<file path="src/rtl/penta_pkg.sv">
// Shared definitions for the pentary (base-5) datapath: digit format, radix and
// the serial converter FSM states. Also used by the downstream pentary adder chain.
package penta_pkg;

    localparam int DIGIT_W = 3;
    localparam int BASE    = 5;

    typedef enum logic [1:0] {
        IDLE = 2'd0,
        DIV  = 2'd1,
        EMIT = 2'd2
    } state_e;

    typedef logic [DIGIT_W-1:0] digit_t;

    // BASE raised to the n-th power, evaluated at elaboration time for range checks
    function automatic longint pow_base(input int n);
        longint r;
        r = 64'sd1;
        for (int i = 0; i < n; i++) begin
            r = r * 64'(BASE);
        end
        return r;
    endfunction

endpackage

</file>
<file path="src/rtl/penta_divstep.sv">
// One restoring division step by 5: shifts the next dividend bit into the
// partial remainder and subtracts 5 when it fits. rem_i must be 0..4, so the
// shifted value is 0..9 and the result remainder is again 0..4.
module penta_divstep
    import penta_pkg::*;
(
    input  logic [DIGIT_W-1:0] rem_i,
    input  logic               bit_i,
    output logic [DIGIT_W-1:0] rem_o,
    output logic               q_o
);

    localparam logic [DIGIT_W:0]   BASE_W = (DIGIT_W+1)'(BASE);
    localparam logic [DIGIT_W-1:0] BASE_N = DIGIT_W'(BASE);

    logic [DIGIT_W:0] t_s;

    // Compare-and-subtract; the difference is below 8 so the low bits alone are exact
    always_comb begin
        t_s = {rem_i, bit_i};
        if (t_s >= BASE_W) begin
            rem_o = t_s[DIGIT_W-1:0] - BASE_N;
            q_o   = 1'b1;
        end else begin
            rem_o = t_s[DIGIT_W-1:0];
            q_o   = 1'b0;
        end
    end

endmodule

</file>
<file path="src/rtl/bin2penta_serial.sv">
// Serial binary -> base-5 converter. Each accepted word is divided by 5 NDIG
// times with a bit-serial restoring divider; every remainder is emitted as one
// digit (LSD first) through a valid/ready handshake. All outputs are registers.
module bin2penta_serial
    import penta_pkg::*;
#(
    parameter int WIDTH = 8,
    parameter int NDIG  = 4
) (
    input  logic               clk,
    input  logic               rst_n,
    input  logic               in_valid,
    output logic               in_ready,
    input  logic [WIDTH-1:0]   in_data,
    output logic               out_valid,
    input  logic               out_ready,
    output logic [DIGIT_W-1:0] out_digit,
    output logic               out_last,
    output logic               busy
);

    localparam int BC_W = (WIDTH > 1) ? $clog2(WIDTH) : 1;
    localparam int DC_W = (NDIG  > 1) ? $clog2(NDIG)  : 1;
    localparam logic [BC_W-1:0] BIT_LAST = BC_W'(WIDTH - 1);
    localparam logic [DC_W-1:0] DIG_LAST = DC_W'(NDIG - 1);
    localparam longint MAX_IN = (64'sd1 <<< WIDTH) - 64'sd1;

    // NDIG digits must be able to represent every WIDTH-bit value
    if (pow_base(NDIG) <= MAX_IN) begin : g_bad_ndig
        $error("bin2penta_serial: 5**NDIG must exceed 2**WIDTH-1");
    end

    state_e             state_q;
    logic [WIDTH-1:0]   val_q;
    logic [WIDTH-1:0]   q_q;
    logic [DIGIT_W-1:0] rem_q;
    logic [BC_W-1:0]    bit_cnt_q;
    logic [DC_W-1:0]    dig_cnt_q;
    logic               in_ready_q;
    logic               out_valid_q;
    logic [DIGIT_W-1:0] out_digit_q;
    logic               out_last_q;
    logic               busy_q;

    logic [DIGIT_W-1:0] rem_d;
    logic               q_bit_d;

    // val_q is consumed MSB first by shifting left, so its top bit is always the next dividend bit
    penta_divstep u_divstep (
        .rem_i (rem_q),
        .bit_i (val_q[WIDTH-1]),
        .rem_o (rem_d),
        .q_o   (q_bit_d)
    );

    // Control FSM, divider work registers and registered handshake outputs
    always_ff @(posedge clk or negedge rst_n) begin
        if (!rst_n) begin
            state_q     <= IDLE;
            val_q       <= '0;
            q_q         <= '0;
            rem_q       <= '0;
            bit_cnt_q   <= '0;
            dig_cnt_q   <= '0;
            in_ready_q  <= 1'b1;
            out_valid_q <= 1'b0;
            out_digit_q <= '0;
            out_last_q  <= 1'b0;
            busy_q      <= 1'b0;
        end else begin
            case (state_q)
                IDLE: begin
                    if (in_valid) begin
                        val_q      <= in_data;
                        q_q        <= '0;
                        rem_q      <= '0;
                        bit_cnt_q  <= BIT_LAST;
                        dig_cnt_q  <= '0;
                        in_ready_q <= 1'b0;
                        busy_q     <= 1'b1;
                        state_q    <= DIV;
                    end
                end
                DIV: begin
                    val_q <= val_q << 1;
                    q_q   <= {q_q[WIDTH-2:0], q_bit_d};
                    rem_q <= rem_d;
                    if (bit_cnt_q == '0) begin
                        out_valid_q <= 1'b1;
                        out_digit_q <= rem_d;
                        out_last_q  <= (dig_cnt_q == DIG_LAST);
                        state_q     <= EMIT;
                    end else begin
                        bit_cnt_q <= bit_cnt_q - 1'b1;
                    end
                end
                EMIT: begin
                    if (out_ready) begin
                        out_valid_q <= 1'b0;
                        out_last_q  <= 1'b0;
                        if (out_last_q) begin
                            in_ready_q <= 1'b1;
                            busy_q     <= 1'b0;
                            state_q    <= IDLE;
                        end else begin
                            val_q     <= q_q;
                            q_q       <= '0;
                            rem_q     <= '0;
                            bit_cnt_q <= BIT_LAST;
                            dig_cnt_q <= dig_cnt_q + 1'b1;
                            state_q   <= DIV;
                        end
                    end
                end
                default: begin
                    in_ready_q  <= 1'b1;
                    out_valid_q <= 1'b0;
                    out_last_q  <= 1'b0;
                    busy_q      <= 1'b0;
                    state_q     <= IDLE;
                end
            endcase
        end
    end

    assign in_ready  = in_ready_q;
    assign out_valid = out_valid_q;
    assign out_digit = out_digit_q;
    assign out_last  = out_last_q;
    assign busy      = busy_q;

endmodule

</file>
<file path="config.mk">
export PLATFORM = sky130hd
export DESIGN_NAME = bin2penta_serial
export DESIGN_NICKNAME = d
export VERILOG_FILES = /design/src/rtl/penta_pkg.sv /design/src/rtl/penta_divstep.sv /design/src/rtl/bin2penta_serial.sv
export SDC_FILE = /design/constraint.sdc
export NUM_CORES = 1
export LEC_CHECK = 0
export BUFFER_PORTS_ARGS = -buffer_cell sky130_fd_sc_hd__buf_4
export CAP_MARGIN = 20
export CORE_ASPECT_RATIO = 1.5
export CORE_MARGIN = 2
export CORE_UTILIZATION = 45
export CTS_CLUSTER_DIAMETER = 30
export DETAILED_ROUTE_END_ITERATION = 7
export SYNTH_ARGS = -nofsm -noshare
export SYNTH_HDL_FRONTEND = slang
export SYNTH_SLANG_ARGS = --single-unit
</file>
<file path="constraint.sdc">
create_clock -name clk -period 2.8 [get_ports clk]
set_clock_uncertainty 0.1 [all_clocks]
set_input_delay 0.56 -clock clk [delete_from_list [all_inputs] [get_ports clk]]
set_output_delay 0.56 -clock clk [all_outputs]
set_load 0.005 [all_outputs]
</file>
==> impl_summary.md, run 1 <==
Global route
The first global-routing pass estimated 6.27 mm of wire. The initial antenna violation count is 0. The met2 usage in global routing is between 30% and 40%.

After global routing the overflow that remains totals 0. The global-route total usage across every layer is approximately 18%. In this run the most used layer during global routing was met2. The via count of the first global-routing pass is 1400. Global routing consumed, on the met1 layer, between 20% and 30% of the routing resources. The pin count of the biggest net entering global routing is 35.

The global-route track usage on met3 is 3.43%.

Logic synthesis
In this run the biggest area consumer among cell types represents ~44% of the synthesized area. The mapped netlist covers 0.00183 mm². The synthesized netlist devotes around 16% of its cell area to simple gates. The Yosys step of the flow raised 0 warnings. The number of register bits inferred by synthesis is 33. After synthesis, the netlist uses 41 different library cells.

By count the netlist is led by sky130_fd_sc_hd__nand2_1, sky130_fd_sc_hd__dfrtp_1, sky130_fd_sc_hd__o21ai_2, sky130_fd_sc_hd__inv_1. For this run, asynchronously set or reset flops after synthesis account for 100%. The xor and xnor fraction of the mapped netlist area is 0.478%. The synthesized netlist net count is 206. The post-synthesis cell type with the largest combined area is sky130_fd_sc_hd__dfrtp_1. The count of flip-flops with a built-in enable after synthesis is 0. The most instantiated flip-flop cell in the synthesis netlist is sky130_fd_sc_hd__dfrtp_1. The most numerous cell in the Yosys netlist is sky130_fd_sc_hd__nand2_1. The share of synthesized area spent on multiplexers is 2.39%. A synthesized cell averages 9.95 µm². By area the synthesized netlist is led by sky130_fd_sc_hd__dfrtp_1, sky130_fd_sc_hd__nand2_1, sky130_fd_sc_hd__ha_1. The fraction of the mapped netlist area in compound gates is a little under a quarter. Summing the areas of all fa, ha and maj instances in the mapped netlist gives approximately 6.8% of the synthesized area. The synthesized netlist cell count is 184.

The sequential cell area fraction in the yosys report is 45.2%. After synthesis, the largest family of logic cells by area is compound AO/OA/AOI/OAI gates.

Clocking
TritonCTS built the clock tree. The number of cells upsized or downsized after cts is 0. The number of clock sinks is 33. For the worst-skew pair, the clock arrives at the later sink with an insertion delay of approximately 0.28 ns. The total number of H-tree levels is 2.

The total CTS buffers is 5. Clock-pin slew was measured on the worst setup and hold paths at 0.07 ns. For this design, the CTS-stage hold fixing added 0 buffers. The longest clock path from root to sink contains 2 buffers.

The tree is rooted in a sky130_fd_sc_hd__clkbuf_8. The number of setup buffers added after CTS is 0.

Drt
Dividing the detail-routed via count by the number of cells gives 5.41. The final antenna-violating net count is 0. Summed over all layers, the routed wires come to 3.57 mm.

The detailed-route DRC error count is 0. Before antenna repair, the detailed router went through 4 iterations. The routed length per instance is approximately 14 µm. The total number of vias is approximately 1300. The detailed router's first-iteration violation count is 40.

Timing
Subtracting the final worst setup slack from the clock period gives 2.07 ns. The peak clock frequency supported by timing is 482 MHz. The count of final hold-check violations is 0. The total negative setup slack is 0 ns. The tightest slew margin relative to the limit is 56.2%. The final-report max-slew violation count is 0. Setup repair after global routing left no endpoint under its margin. The worst-case hold slack is 0.106 ns.

For the pin with the worst max-slew slack, the measured transition is 0.658 ns. Setup violations remaining at the end of the flow were counted as 0. The final critical path takes up between 70 and 80% of the cycle.

Critical path
The endpoint required time on the critical path is 2.87 ns. Traced cell by cell, the critical path runs through inv_1 > ha_1 > nand2b_1 > nand2b_4 > nor2_1 > mux2_1. STA classifies the critical path endpoint as a flop.

Among all stages on the critical path, the largest delay is contributed by sky130_fd_sc_hd__ha_1. The maximum fanout along the worst path is 16. The worst setup path is launched from a flop. The largest single stage delay on the critical path is 0.59 ns. The endpoint arrival time on the critical path is around 2.1 ns. The critical path is of the flop to flop type.

Floorplan
The die area is 0.00460 mm². The floorplan has 28 rows. Measured along the y axis, the die boundary spans 82.1 µm. The effective utilization at floorplan is between 40% and 50%.

19 I/O pins were placed. In this run the horizontal extent of the chip is roughly 56 µm. The total area inside the core boundary comes to 0.00392 mm².

Placement
The placer congestion estimate is 0.749. The placed cell area is 0.00197 mm². The final HPWL from detailed placement is 2.50 mm.

The number of buffers inserted by port buffering is 18.

Power and ir drop
The leakage component of the power is 0.944 nW. The ratio of total power to cell area is 994 mW/mm². VDD sags by at most 597 µV.

Finish
The share of post-route cells with drive strength above 1 is between 20 and 30%. After filler insertion, the fill cell instance count of the layout stands at approximately 360. 0 antenna diodes ended up in the layout.

Across the whole layout, storage elements account for between 800 and 900 µm². The final non-filler cell area is between 0.002 and 0.0025 mm². The relative area change from synthesis to final layout is 12.0%.

The multi-input gate area in the final layout is 902 µm². The number of nets in the finished design is 224. Once layout is complete, the utilization of the core stands at between 50 and 60%.

Min path
The type of the tightest min-delay check is primary input to async pin.

Job
The count of max-cap constraint violations is 0.

Status
The run finished with clean final reports.
-- layer usage --
layer / vias to the layer above / routed length [µm] / part of all wire (%)
li1: 667 / - / -
met1: 651 / 1560 / 44
met2: 17 / 1830 / 51
met3: 7 / 110 / 3.1
met4: 0 / 70 / 2.0
met5: - / 0 / 0
-- layout by cell type (no fill, tap or decap), types with 2 or more instances in the layout --
master and instances:
sky130_fd_sc_hd__dfrtp_1 32, sky130_fd_sc_hd__buf_4 19, sky130_fd_sc_hd__nand2_2 7, sky130_fd_sc_hd__a21oi_1 2, sky130_fd_sc_hd__o21ai_0 10, sky130_fd_sc_hd__nand2_1 35
sky130_fd_sc_hd__ha_1 10, sky130_fd_sc_hd__nor2_1 8, sky130_fd_sc_hd__mux2_1 2, sky130_fd_sc_hd__a22oi_1 7, sky130_fd_sc_hd__nand2b_1 3, sky130_fd_sc_hd__o21ai_2 12
sky130_fd_sc_hd__o21ai_1 7, sky130_fd_sc_hd__clkbuf_1 3, sky130_fd_sc_hd__o22ai_1 2, sky130_fd_sc_hd__a31oi_1 2, sky130_fd_sc_hd__clkbuf_8 5, sky130_fd_sc_hd__nand2b_4 2
sky130_fd_sc_hd__a211oi_2 2, sky130_fd_sc_hd__a22o_1 2, sky130_fd_sc_hd__inv_1 11, sky130_fd_sc_hd__a311oi_1 2
-- worst paths after layout --
check / end / from / cells past startpoint / slack [ns]
max: state_q[1]$_DFFE_PN0P_ / state_q[0]$_DFFE_PN0P_ / 6 / 0.73
min: dig_cnt_q[1]$_DFFE_PN0P_ / rst_n / 1 / 0.11
max reg2reg: state_q[1]$_DFFE_PN0P_ / state_q[0]$_DFFE_PN0P_ / 6 / 0.73
min reg2reg: in_ready$_DFFE_PN1P_ / in_ready$_DFFE_PN1P_ / 2 / 0.37
max in group asynchronous: in_ready$_DFFE_PN1P_ / rst_n / 1 / 2.17
min in group clk: in_ready$_DFFE_PN1P_ / in_ready$_DFFE_PN1P_ / 2 / 0.37
-- layout make-up --
| type | count | area share [%] |
|---|---|---|
| inverters | 11 | 2.01 |
| well taps | 45 | 2.75 |
| repair buffers | 19 | 6.96 |
| multi-input cells | 132 | 44.0 |
| flip-flops and latches | 33 | 40.4 |
| clock buffers | 8 | 3.91 |
-- critical path, delay by kind of cell (launching register included) --
| family | cells | cell delay (ns) |
|---|---|---|
| fa+ha+maj | 1 | 0.59 |
| mux | 1 | 0.32 |
| flops | 1 | 0.43 |
| buf+inv | 1 | 0.11 |
| simple gates | 3 | 0.42 |
-- report_power, final --
group	internal [mW]	switching, mW	leakage (nW)
combinational	0.381	0.607	0.483
clock	0.177	0.170	0.0395
sequential	0.610	0.0917	0.422
-- registers in the layout (all words and copies together) (netlist names) --
register	count
q_q	8
val_q	8
bit_cnt_q	3
out_digit	3
rem_q	3
dig_cnt_q	2
state_q	2
busy	1
in_ready	1
out_last	1
out_valid	1
-- metrics by stage --
step / power, mW / std cells / setup WS, ns
5_1_grt: 2.21 / 248 / 0.555
6_report: 2.04 / 248 / 0.726
4_1_cts: 2.07 / 248 / 0.698
3_5_place_dp: 1.71 / 240 / 0.719
3_3_place_gp: 1.67 / 240 / 0.816
2_1_floorplan: 1.54 / 184 / 1.07
-- logic make-up after synthesis --
kind of cell / Yosys count
AOI/OAI and AO/OA: 56
buffers and inverters: 19
xor gates and xnor gates: 1
and+or+nand+nor: 61
muxes: 4
adders and majority gates: 10
DFF: 33
Note: power is estimated with default switching activity, not from simulation.
==> run 2: changes to the inputs <==
Settings changed: ABC_AREA set to 1, PLACE_DENSITY set to 0.66.
Clock period 2.8 ns to 1.9 ns, I/O delays scaled along.
==> run 2 against run 1 <==
Effect of this change: combinational power up 53%; critical path depth up 1; register-to-register slack worse by 0.50 ns; die area decreased by 1.1%; final area is 2.6% higher; via count rose by 7.0%; power is 59% higher; sequential power up 52%; global-route usage rose by 0.42 points; routed wire length is 0.64% lower; critical endpoint is now state_q[0]$_DFFE_PN0P_.
==> impl_summary.md, run 2 <==
Status
The flow ran to the end, and the final reports show no timing, DRC or antenna violations.

Global route
The wire length of the first global-routing pass was 6.27 mm (unchanged). The via count of the first global-routing pass was 1438 (+2.7%). The pin count of the biggest net entering global routing came to 34 (-2.9%). The initial antenna violation count is 0 (unchanged). The global-route total usage across every layer came to 18.0% (+0.42 points). The total grt overflow is 0 (unchanged).

Timing
Setup repair after global routing left no endpoint under its margin. The final count of negative-setup-slack endpoints is 0 (unchanged). The worst-case hold slack is 0.300 ns (+0.195 ns). The final worst-path cycle share is 88.1% (+14 points). The shortest clock period the worst path allows after layout is 1.67 ns (-0.399 ns). The tightest slew margin relative to the limit is 72.8% (+17 points).

The peak clock frequency supported by timing is 597 MHz (+24%). The total negative setup slack is 0 ns (unchanged). The slew at the pin closest to its max-slew limit is 0.408 ns (-0.250 ns). The final-report max-slew violation count was 0 (unchanged). The count of final hold-check violations is 0 (unchanged).

Critical path
The worst setup path is captured at a flop. The worst setup path is launched from a flop. The endpoint arrival time on the critical path is 1.74 ns (-0.40 ns).

The type of the worst setup path is flop to flop. The endpoint required time on the critical path is 1.96 ns (-0.91 ns). The slowest stage of the critical path belongs to the cell sky130_fd_sc_hd__dfrtp_1. The largest incremental delay on the critical path is 0.40 ns (-0.19 ns). Walking the worst path, the cells encountered are inv_1 > ha_1 > inv_2 > nor2_1 > nor2_1 > nand3_1 > o21ai_0. Among the stages of the critical path, the cell type that occurs most often is sky130_fd_sc_hd__nor2_1. The maximum fanout along the worst path is 8 (-8).

Power and ir drop
The clock power share is 20.6% (+3.6 points). The combinational fraction of design power is 46.4% (-2.1 points). The total internal power is 1.87 mW (+61%). The ratio of total power to cell area came to 1540 mW/mm² (+55%). The worst supply voltage drop on vdd was 865 µV (+45%). The switching power as a share of total power is 42.3% (-0.39 points). The relative contribution of sequential cells to total power is 33.0% (-1.5 points).

The leakage component of the power is 1.20 nW (+27%). The switching power is 1.37 mW (+58%).

Logic synthesis
The commonest cells after synthesis are sky130_fd_sc_hd__nand2_1, sky130_fd_sc_hd__dfrtp_1, sky130_fd_sc_hd__inv_1, sky130_fd_sc_hd__nand3_1, sky130_fd_sc_hd__nand2_2. The synthesized netlist cell count was 229 (+24%). The Yosys warning count is 0 (unchanged). The synthesized netlist net count is 251 (+22%). The share of flip-flops with an asynchronous set or reset is 100% (unchanged). The area share of the largest cell type after synthesis was 44.3% (+0.51 points). The number of register bits inferred by synthesis is 33 (unchanged).

The mean area per synthesized cell was 7.90 µm² (-21%). The sequential cell area fraction in the yosys report is 45.7% (+0.53 points). The count of flip-flops with a built-in enable after synthesis came to 0 (unchanged). Ranked by total cell area, the synthesized netlist is headed by sky130_fd_sc_hd__dfrtp_1, sky130_fd_sc_hd__nand2_1, sky130_fd_sc_hd__ha_1. For this run, the leading register cell type out of synthesis is sky130_fd_sc_hd__dfrtp_1.

sky130_fd_sc_hd__nand2_1 is the most common cell in the netlist. The synthesized design spends more area on one cell type than any other, namely sky130_fd_sc_hd__dfrtp_1. The post-synthesis instance area is 0.00181 mm² (-1.2%). The number of distinct standard cells referenced by the synthesized netlist is 21 (-49%).

Floorplan
The number of top-level design ports is 19 (unchanged). The number of core rows came to 28 (unchanged). The die area is 0.00455 mm² (-1.1%). The area inside the core boundary is 0.00389 mm² (-0.89%). The die span in x is 55.8 µm (-0.54%). The effective utilization at floorplan is 46.5% (-0.13 points). The die boundary height is 81.7 µm (-0.55%).

Finish
The final non-filler cell area was 0.00210 mm² (+2.6%). The utilization of the core after routing is 54.1% (+1.9 points). Leaving out fill and tap cells, the most frequent cells in the layout are sky130_fd_sc_hd__nand2_1, sky130_fd_sc_hd__dfrtp_1, sky130_fd_sc_hd__inv_1, sky130_fd_sc_hd__buf_4, sky130_fd_sc_hd__nand3_1. The share of post-route cells with drive strength above 1 is 18.9% (-8.7 points). The count of inserted antenna diode cells was 0 (unchanged). From synthesis to final layout, the design area changed by 16.3%. The number of nets in the finished design is 275 (+23%). The largest registers in the layout are q_q (8), val_q (8). The final instance count without filler cells is 299 (+21%).

Leaving out fill and tap cells, the most frequent cell in the layout is sky130_fd_sc_hd__nand2_1.

Drt
The routed length per instance is 11.9 µm (-18%). The detailed-route DRC error count came to 0 (unchanged). The total number of vias is 1436 (+7.0%). The final routed wirelength across all metal layers is 3.55 mm (-0.64%). The post-detailed-route via-to-cell ratio is 4.80 (-11%). The first-pass iteration count of the detailed router is 4 (unchanged). The final antenna-violating net count is 0 (unchanged). The detailed router's first-iteration violation count came to 19 (-53%).

Placement
The placed cell area came to 0.00196 mm² (-0.57%). The placer congestion estimate is 0.826 (+10%). The cell count after placement came to 289 (+20%). The number of buffers inserted by port buffering is 18 (unchanged). The final HPWL from detailed placement is 2.63 mm (+5.1%).

Job
The count of max-cap constraint violations is 0 (unchanged).

Clocking
TritonCTS built the clock tree. The number of clock sinks was 33 (unchanged). The total number of H-tree levels is 2 (unchanged). The number of cells upsized or downsized after cts is 0 (unchanged).

The total CTS buffers is 5 (unchanged). The number of buffers on the longest clock path is 2 (unchanged). The later-pin clock latency in the skew report came to 0.29 ns (about the same). The clock slew at the register clock pins of the worst setup and hold paths came to 0.07 ns (about the same). The cell sitting at the root of the clock tree is a sky130_fd_sc_hd__clkbuf_8.

Min path
The worst hold path belongs to the class primary input to flop.
## run 2: layer usage
layer	GRT usage [%]	part of all wire [%]	vias to the layer above
li1	-	-	750
met1	20.0	42	662
met2	32.7	53	17
met3	3.31	2.5	7
met4	9.27	2.0	0
met5	0	0	-
## run 2: layout make-up
| class | count | area (µm²) |
|---|---|---|
| flip-flops and latches | 33 | 827 |
| fillers | 379 | 1790 |
| clock inverters | 3 | 46.3 |
| multi-input cells | 169 | 838 |
| clock buffers | 5 | 68.8 |
| well taps | 45 | 56.3 |
| repair buffers | 21 | 173 |
| inverters | 23 | 93.8 |
## run 2: cell families (layout without fill, tap and decap cells)
family / count (synthesis) / after routing / share of synthesized area [%]
compound gates: 8 / 8 / 2.21
fa+ha+maj: 10 / 10 / 6.92
buf+inv: 27 / 52 / 7.95
flops: 33 / 33 / 45.7
simple gates: 151 / 151 / 37.2
## run 2: worst paths after layout
check | slack [ns] | end | cells after the start | start
max in group asynchronous | 0.92 | in_ready$_DFFE_PN1P_ | 2 | rst_n
worst min register to register | 0.38 | in_ready$_DFFE_PN1P_ | 2 | in_ready$_DFFE_PN1P_
worst min-delay path | 0.30 | val_q[1]$_DFFE_PN0P_ | 5 | in_data[1]
min in group asynchronous | 0.46 | rem_q[1]$_DFFE_PN0P_ | 2 | rst_n
worst max register to register | 0.23 | state_q[0]$_DFFE_PN0P_ | 7 | state_q[1]$_DFFE_PN0P_
worst max-delay path | 0.23 | state_q[0]$_DFFE_PN0P_ | 7 | state_q[1]$_DFFE_PN0P_
## run 2: per-stage QoR
stage	power [mW]	setup WS [ns]
after global placement	2.53	0.140
after detailed placement	2.55	0.118
after floorplan	2.25	0.391
after global routing	3.54	0.0322
final	3.25	0.226
after CTS	3.24	0.101
## run 2: worst max-delay path, delay by kind of cell (launching register included)
| family | cells | cell delay (ns) |
|---|---|---|
| AOI/OAI and AO/OA | 1 | 0.08 |
| DFF | 1 | 0.40 |
| adders and majority gates | 1 | 0.36 |
| buffers and inverters | 2 | 0.23 |
| and+or+nand+nor | 3 | 0.37 |
## run 2: timing repair
action / in CTS / in global routing
endpoints found under the hold margin: 32 / 0
hold buffers: 1 / 0
endpoints found under the setup margin: 0 / 11
buffers inserted: 0 / 1
## run 2: power by group through the flow
| stage | Sequential, mW | Clock (mW) | Combinational, mW |
|---|---|---|---|
| after global placement | 1.08 | 0 | 1.46 |
| final | 1.07 | 0.668 | 1.51 |
| after floorplan | 1.05 | 0 | 1.19 |
| after global routing | 1.10 | 0.711 | 1.73 |
| after CTS | 1.07 | 0.682 | 1.48 |
| after detailed placement | 1.08 | 0 | 1.47 |
